[config.mk]
export PLATFORM = sky130hd
export DESIGN_NAME = m_alarm_ctrl_flat
export DESIGN_NICKNAME = d
export VERILOG_FILES = /design/src/rtl/m_alarm_ctrl_pkg.sv /design/src/rtl/m_alarm_ctrl_if.sv /design/src/rtl/m_bin2bcd_2d.sv /design/src/rtl/m_alarm_ctrl.sv /design/src/flat_wrapper.sv
export SDC_FILE = /design/constraint.sdc
export NUM_CORES = 1
export LEC_CHECK = 0
export CORE_MARGIN = 1.5
export CORE_UTILIZATION = 30
export CTS_BUF_LIST = sky130_fd_sc_hd__clkbuf_8
export CTS_CLUSTER_DIAMETER = 50
export DETAILED_ROUTE_END_ITERATION = 10
export PLACE_DENSITY = 0.57
export SYNTH_ARGS = -nofsm -noshare
export SYNTH_HDL_FRONTEND = slang
export SYNTH_SLANG_ARGS = --single-unit
[constraint.sdc]
create_clock -name clk -period 5.5 [get_ports clk]
set_input_delay 0.55 -clock clk [delete_from_list [all_inputs] [get_ports clk]]
set_output_delay 0.55 -clock clk [all_outputs]
set_load 0.005 [all_outputs]
[src/rtl/m_alarm_ctrl_pkg.sv]
// Alarm controller shared types: FSM state encoding, time field limits
// and the wrap-around step helper used by the alarm edit logic.
package m_alarm_ctrl_pkg;

  typedef enum logic [1:0] {
    S_IDLE   = 2'd0,
    S_RING   = 2'd1,
    S_SNOOZE = 2'd2
  } state_t;

  localparam logic [5:0] HR_MAX  = 6'd23;
  localparam logic [5:0] MIN_MAX = 6'd59;

  // up and down together cancel out
  function automatic logic [5:0] step_wrap(
    input logic [5:0] v,
    input logic       up,
    input logic       dn,
    input logic [5:0] max
  );
    logic [5:0] r;
    r = v;
    if (up && !dn)
      r = (v >= max) ? 6'd0 : v + 6'd1;
    else if (dn && !up)
      r = (v == 6'd0) ? max : v - 6'd1;
    return r;
  endfunction

endpackage

[src/rtl/m_alarm_ctrl_if.sv]
// Time bus between the clock core and the alarm controller.
// master: clock side drives time digits; slave: alarm drives alarm digits.
interface m_alarm_ctrl_if;

  logic       tick_sec;
  logic [3:0] hr1;
  logic [3:0] hr0;
  logic [2:0] min1;
  logic [3:0] min0;
  logic [2:0] sec1;
  logic [3:0] sec0;

  logic [3:0] al_hr1;
  logic [3:0] al_hr0;
  logic [2:0] al_min1;
  logic [3:0] al_min0;

  modport master (
    output tick_sec, hr1, hr0,
    output min1, min0, sec1, sec0,
    input  al_hr1, al_hr0,
    input  al_min1, al_min0
  );

  modport slave (
    input  tick_sec, hr1, hr0,
    input  min1, min0, sec1, sec0,
    output al_hr1, al_hr0,
    output al_min1, al_min0
  );

endinterface

[src/rtl/m_bin2bcd_2d.sv]
// Registered binary (0-59) to two BCD digits; d1 tens (TW bits), d0 units.
// Ports: clk, rst (sync, active high), bin in, d1/d0 registered out.
module m_bin2bcd_2d #(
  parameter int TW = 4
) (
  input  logic          clk,
  input  logic          rst,
  input  logic [5:0]    bin,
  output logic [TW-1:0] d1,
  output logic [3:0]    d0
);

  logic [3:0] tens;
  logic [3:0] ones;

  always_comb begin
    tens = 4'd0;
    ones = 4'(bin);
    if (bin >= 6'd50) begin
      tens = 4'd5;
      ones = 4'(bin - 6'd50);
    end else if (bin >= 6'd40) begin
      tens = 4'd4;
      ones = 4'(bin - 6'd40);
    end else if (bin >= 6'd30) begin
      tens = 4'd3;
      ones = 4'(bin - 6'd30);
    end else if (bin >= 6'd20) begin
      tens = 4'd2;
      ones = 4'(bin - 6'd20);
    end else if (bin >= 6'd10) begin
      tens = 4'd1;
      ones = 4'(bin - 6'd10);
    end
  end

  always_ff @(posedge clk) begin
    if (rst) begin
      d1 <= '0;
      d0 <= '0;
    end else begin
      d1 <= TW'(tens);
      d0 <= ones;
    end
  end

endmodule

[src/rtl/m_alarm_ctrl.sv]
// Alarm controller: editable alarm time, match/trigger, ring/snooze FSM.
// Ports: clk, rst, bus (time in / alarm BCD out), edit pulses, al_en, snooze, stop, status.
import m_alarm_ctrl_pkg::*;

module m_alarm_ctrl #(
  parameter int DEF_HR     = 6,
  parameter int DEF_MIN    = 0,
  parameter int RING_SEC   = 60,
  parameter int SNOOZE_SEC = 300
) (
  input  logic          clk,
  input  logic          rst,
  m_alarm_ctrl_if.slave bus,
  input  logic          al_set,
  input  logic          up_min,
  input  logic          down_min,
  input  logic          up_hr,
  input  logic          down_hr,
  input  logic          al_en,
  input  logic          snooze,
  input  logic          stop,
  output logic          ringing,
  output logic          snoozing,
  output logic          buzzer
);

  localparam int RW = $clog2(RING_SEC + 1);
  localparam int SW = $clog2(SNOOZE_SEC + 1);
  localparam logic [RW-1:0] RING_LIM = RW'(RING_SEC);
  localparam logic [SW-1:0] SNZ_LIM  = SW'(SNOOZE_SEC);

  logic [5:0] al_hr_q;
  logic [5:0] al_min_q;

  always_ff @(posedge clk) begin
    if (rst) begin
      al_hr_q  <= 6'(DEF_HR);
      al_min_q <= 6'(DEF_MIN);
    end else if (al_set) begin
      al_hr_q  <= step_wrap(al_hr_q, up_hr, down_hr, HR_MAX);
      al_min_q <= step_wrap(al_min_q, up_min, down_min, MIN_MAX);
    end
  end

  m_bin2bcd_2d #(.TW(4)) u_hr_bcd (
    .clk (clk),
    .rst (rst),
    .bin (al_hr_q),
    .d1  (bus.al_hr1),
    .d0  (bus.al_hr0)
  );

  m_bin2bcd_2d #(.TW(3)) u_min_bcd (
    .clk (clk),
    .rst (rst),
    .bin (al_min_q),
    .d1  (bus.al_min1),
    .d0  (bus.al_min0)
  );

  logic match;
  logic match_q;
  logic trigger;

  assign match = (bus.hr1 == bus.al_hr1) &&
                 (bus.hr0 == bus.al_hr0) &&
                 (bus.min1 == bus.al_min1) &&
                 (bus.min0 == bus.al_min0) &&
                 (bus.sec1 == 3'd0) &&
                 (bus.sec0 == 4'd0);

  // rising edge only, so a held 00 second never re-fires
  assign trigger = match & ~match_q & al_en;

  state_t        state_q, state_d;
  logic [RW-1:0] ring_q, ring_d;
  logic [SW-1:0] snz_q, snz_d;
  logic          phase_q, phase_d;

  always_ff @(posedge clk) begin
    if (rst) begin
      state_q <= S_IDLE;
      ring_q  <= '0;
      snz_q   <= '0;
      phase_q <= 1'b0;
      match_q <= 1'b0;
    end else begin
      state_q <= state_d;
      ring_q  <= ring_d;
      snz_q   <= snz_d;
      phase_q <= phase_d;
      match_q <= match;
    end
  end

  always_comb begin
    state_d = state_q;
    ring_d  = ring_q;
    snz_d   = snz_q;
    phase_d = phase_q;
    if (!al_en) begin
      state_d = S_IDLE;
    end else begin
      unique case (state_q)
        S_IDLE: begin
          if (trigger) begin
            state_d = S_RING;
            ring_d  = '0;
            phase_d = 1'b0;
          end
        end
        S_RING: begin
          if (stop) begin
            state_d = S_IDLE;
          end else if (snooze) begin
            state_d = S_SNOOZE;
            snz_d   = '0;
          end else if (bus.tick_sec) begin
            phase_d = ~phase_q;
            if (ring_q < RING_LIM)
              ring_d = ring_q + 1'b1;
            if (ring_q + 1'b1 >= RING_LIM)
              state_d = S_IDLE;
          end
        end
        S_SNOOZE: begin
          if (stop) begin
            state_d = S_IDLE;
          end else if (bus.tick_sec) begin
            if (snz_q < SNZ_LIM)
              snz_d = snz_q + 1'b1;
            if (snz_q + 1'b1 >= SNZ_LIM) begin
              state_d = S_RING;
              ring_d  = '0;
              phase_d = 1'b0;
            end
          end
        end
        default: begin
          state_d = S_IDLE;
        end
      endcase
    end
  end

  assign ringing  = (state_q == S_RING);
  assign snoozing = (state_q == S_SNOOZE);
  assign buzzer   = ringing & ~phase_q;

endmodule

[src/flat_wrapper.sv]
// flat-port wrapper written by rule: the top's interface ports become plain ports
module m_alarm_ctrl_flat 
#(
  parameter int DEF_HR     = 6,
  parameter int DEF_MIN    = 0,
  parameter int RING_SEC   = 60,
  parameter int SNOOZE_SEC = 300
)
  (clk, rst, al_set, up_min, down_min, up_hr, down_hr, al_en, snooze, stop, ringing, snoozing, buzzer, bus_tick_sec, bus_hr1, bus_hr0, bus_min1, bus_min0, bus_sec1, bus_sec0, bus_al_hr1, bus_al_hr0, bus_al_min1, bus_al_min0);
  m_alarm_ctrl_if bus_i ();
  input  logic clk;
  input  logic rst;
  input  logic al_set;
  input  logic up_min;
  input  logic down_min;
  input  logic up_hr;
  input  logic down_hr;
  input  logic al_en;
  input  logic snooze;
  input  logic stop;
  output logic ringing;
  output logic snoozing;
  output logic buzzer;
  input wire logic [$bits(bus_i.tick_sec)-1:0] bus_tick_sec;
  input wire logic [$bits(bus_i.hr1)-1:0] bus_hr1;
  input wire logic [$bits(bus_i.hr0)-1:0] bus_hr0;
  input wire logic [$bits(bus_i.min1)-1:0] bus_min1;
  input wire logic [$bits(bus_i.min0)-1:0] bus_min0;
  input wire logic [$bits(bus_i.sec1)-1:0] bus_sec1;
  input wire logic [$bits(bus_i.sec0)-1:0] bus_sec0;
  output wire logic [$bits(bus_i.al_hr1)-1:0] bus_al_hr1;
  output wire logic [$bits(bus_i.al_hr0)-1:0] bus_al_hr0;
  output wire logic [$bits(bus_i.al_min1)-1:0] bus_al_min1;
  output wire logic [$bits(bus_i.al_min0)-1:0] bus_al_min0;
  assign bus_i.tick_sec = bus_tick_sec;
  assign bus_i.hr1 = bus_hr1;
  assign bus_i.hr0 = bus_hr0;
  assign bus_i.min1 = bus_min1;
  assign bus_i.min0 = bus_min0;
  assign bus_i.sec1 = bus_sec1;
  assign bus_i.sec0 = bus_sec0;
  assign bus_al_hr1 = bus_i.al_hr1;
  assign bus_al_hr0 = bus_i.al_hr0;
  assign bus_al_min1 = bus_i.al_min1;
  assign bus_al_min0 = bus_i.al_min0;
  m_alarm_ctrl #(.DEF_HR(DEF_HR), .DEF_MIN(DEF_MIN), .RING_SEC(RING_SEC), .SNOOZE_SEC(SNOOZE_SEC)) u_core (.clk(clk), .rst(rst), .bus(bus_i), .al_set(al_set), .up_min(up_min), .down_min(down_min), .up_hr(up_hr), .down_hr(down_hr), .al_en(al_en), .snooze(snooze), .stop(stop), .ringing(ringing), .snoozing(snoozing), .buzzer(buzzer));
endmodule
==> flow_summary.toml <==
[logic_synthesis]
synthArstFlopShare = 0
netlist_instances = 432
syn_nets = 491
postSynthAreaPerCell_um2 = 7.74
ys_warn_count = 0
ys_top_cells_by_area = "dfxtp_1 (27%), ha_1 (9.7%), nor2_1 (6.1%)"
synth_edf_count = 0
synth-main-ff-cell = "dfxtp_1"
synth_top_area_share = 0.269
synth_area_um2 = 3350
synth_cell_types = 66
yosysTopAreaCell = "dfxtp_1"
ys_ff_latch = 45
seq_area_frac_synth = 0.269

[global_route]
antenna_found_initial = 0
use_met1 = 0.205
use_met3 = 0.0283
overflow = 0
grt_busiest_layer = "met2"
grt_start_max_net_pins = 40
grt_usage = 0.153
first_global_vias = 3005
grt_util_met2 = 0.252
grt_pass1_wl_um = 14300

[sta]
drv_slew = 0
skew_ps = 4.11
tightestPinTransition_ps = 833
min_period_over_period = 0.498
max_slew_margin = 0.443
rsz0062_at_grt = "no"
finalHoldViolCount = 0
fmax_mhz = 365
final.min_clock_period_ps = 2740
setup-tns-final_ps = 0
final-setup-viol-count = 0

[die]
rows = 38
die_width_um = 109
die_h_um = 109
die_area_um2 = 11800
core_um2 = 10800
io_pins = 51
initial_core_util = 0.309

[finish]
multiInputGateArea_um2 = 2280
num_antenna_cells = 0
syn2layout_area_growth_pct = 21.2
nFillCells = 1141
regArea_um2 = 901
nNetsFinal = 529
drive_gt1_frac = 0.0467
instances_no_fill = 611

[place]
gp_congestion = 0.824
dp_hpwl_um = 6490
io_buffer_count = 49
numPlacedInstances = 603

[hold_path]
holdPathEnd = "u_core.ring_q[1]$_SDFFE_PP0P_"
holdCritStartpoint = "u_core.ring_q[1]$_SDFFE_PP0P_"
min-delay-path-class = "reg2reg"
holdPathStages = 2

[setup_path]
start_kind = "input pin"
critical_path_peak_fanout = 5
reg2reg_depth = 8
timing.rr.end = "u_core.u_min_bcd.d0[1]$_SDFF_PP0_"
setup.worst_path.end_class = "flip-flop"
crit_required_ps = 5700
crit_type = "in2reg"
reg2reg_from = "u_core.al_min_q[2]$_SDFFE_PP0P_"
arrival_ps = 2940
rrSetupSlack_ps = 3020

[detailed_routing]
routed_wl_um = 8720
routedWlPerCell_um = 14.3
drc = 0
vias = 3205
viasPerCell = 5.25
drt_iter0_drc = 183
dr.pass1.iters = 4
ant_nets = 0

[clock_tree]
cts_buffers = 5
cts.htree.levels = 2
cts_max_path_buffers = 2
cts_tree = "built"
cts.sinks = 45
clk_latency_ps = 300
clkTransAtPathRegs_ps = 90
cts_hold_buf = 0
cts-root-buf = "clkbuf_8"
cts-resized-gates = 0
cts_setup_buffers = 0

[power]
irDropWorstVdd_mv = 0.107
p_per_area_nw_per_um2 = 208
p_leak_uw = 0.00155

[job]
maxCapViolCount = 0

[status]
status = "finished clean"
## layout by cell type, fill, tap and decap left out, types with 5 or more instances in the layout
cell              n
ha_1             26
inv_1            19
a31oi_1          10
nand4_1           5
nor2_1           54
nand3_1          11
xor2_1            5
dfxtp_1          45
o21ai_0          28
nor3_1            9
nor2b_1          11
a21boi_0          5
xnor2_1          21
a21o_1            5
nand2_1          30
nand2b_1          5
clkbuf_8          6
clkdlybuf4s50_1  49
a211oi_1          9
a21oi_1          38
## per-layer routing
layer / up-vias / wire, um
met2: 77 / 3910
met1: 1495 / 4280
met4: 0 / 106
met3: 8 / 423
li1: 1625 / -
met5: - / 0
## synthesized netlist by cell type (all sizes together), types with 3 or more instances
cell / number
a31oi: 10
or4: 3
a22oi: 3
nand2b: 5
mux2: 3
a21oi: 38
a21boi: 5
nor2: 54
nor3: 9
a21o: 5
ha: 26
o21bai: 3
buf: 5
and3: 4
mux2i: 4
dfxtp: 45
nor2b: 11
nand3: 11
a32o: 3
nand3b: 4
xnor2: 21
and2: 4
a211oi: 9
a221oi: 3
xor2: 5
o21ai: 28
nor4: 3
clkbuf: 14
inv: 19
nand2: 30
nand4: 5
## logic make-up after synthesis
kind of cell,synth area share
other,0.00112
multiplexers,0.0243
flip-flops,0.269
adder cells (fa/ha/maj),0.0972
XOR/XNOR,0.0681
AO/OA/AOI/OAI,0.263
buffers and inverters,0.0479
AND/OR/NAND/NOR,0.230
## cell type report
| cell class | count | share of cell area |
|---|---|---|
| flip-flops and latches | 45 | 0.222 |
| clock inverters | 2 | 0.00926 |
| inverters | 20 | 0.0185 |
| repair buffers | 50 | 0.123 |
| well taps | 140 | 0.0432 |
| clock buffers | 6 | 0.0204 |
| multi-input cells | 348 | 0.564 |
## through the flow
step | hold WS [ps] | power (uW) | utilization | worst slack (ps) | cell area [um^2]
3_5_place_dp | 497 | 582 | 0.363 | 2430 | 3930
4_1_cts | 514 | 854 | 0.374 | 2760 | 4050
6_report | 513 | 844 | 0.374 | 2760 | 4050
2_1_floorplan | 465 | 499 | - | 3070 | 3350
3_3_place_gp | 493 | 579 | 0.363 | 2450 | 3930
5_1_grt | 521 | 890 | 0.374 | 2680 | 4050
## report_power, final
part,internal [uW],switching (uW)
Combinational,107,96.7
Sequential,343,27.6
Clock,148,123
Total,597,247
## registers in the layout (all words and copies together) (netlist names)
name                 cells
u_core.match_q           1
u_core.al_hr_q           6
u_core.snz_q             9
u_core.state_q           2
u_core.u_min_bcd.d0      4
u_core.u_min_bcd.d1      3
u_core.u_hr_bcd.d1       3
u_core.u_hr_bcd.d0       4
u_core.ring_q            6
u_core.phase_q           1
u_core.al_min_q          6
## worst max path at each step
stage | slack (ps) | start | endpoint | depth (start not counted)
CTS | 2760 | bus_sec1[2] | u_core.ring_q[0]$_SDFFE_PP0P_ | 7
global placement | 2450 | bus_sec1[2] | u_core.ring_q[3]$_SDFFE_PP0P_ | 7
finish | 2760 | bus_sec1[2] | u_core.ring_q[0]$_SDFFE_PP0P_ | 7
global route | 2680 | bus_sec1[2] | u_core.ring_q[0]$_SDFFE_PP0P_ | 7
detailed placement | 2430 | bus_sec1[2] | u_core.ring_q[0]$_SDFFE_PP0P_ | 7
floorplan | 3070 | bus_sec1[2] | u_core.ring_q[0]$_SDFFE_PP0P_ | 7
## critical path, stage by stage
cell and delay, ps:
clkdlybuf4s50_1 410, nor4_2 260, nand4_1 200, or4_4 620, o21a_1 240, a32o_1 320, mux2_4 320
(Power assumes the default switching activity.)
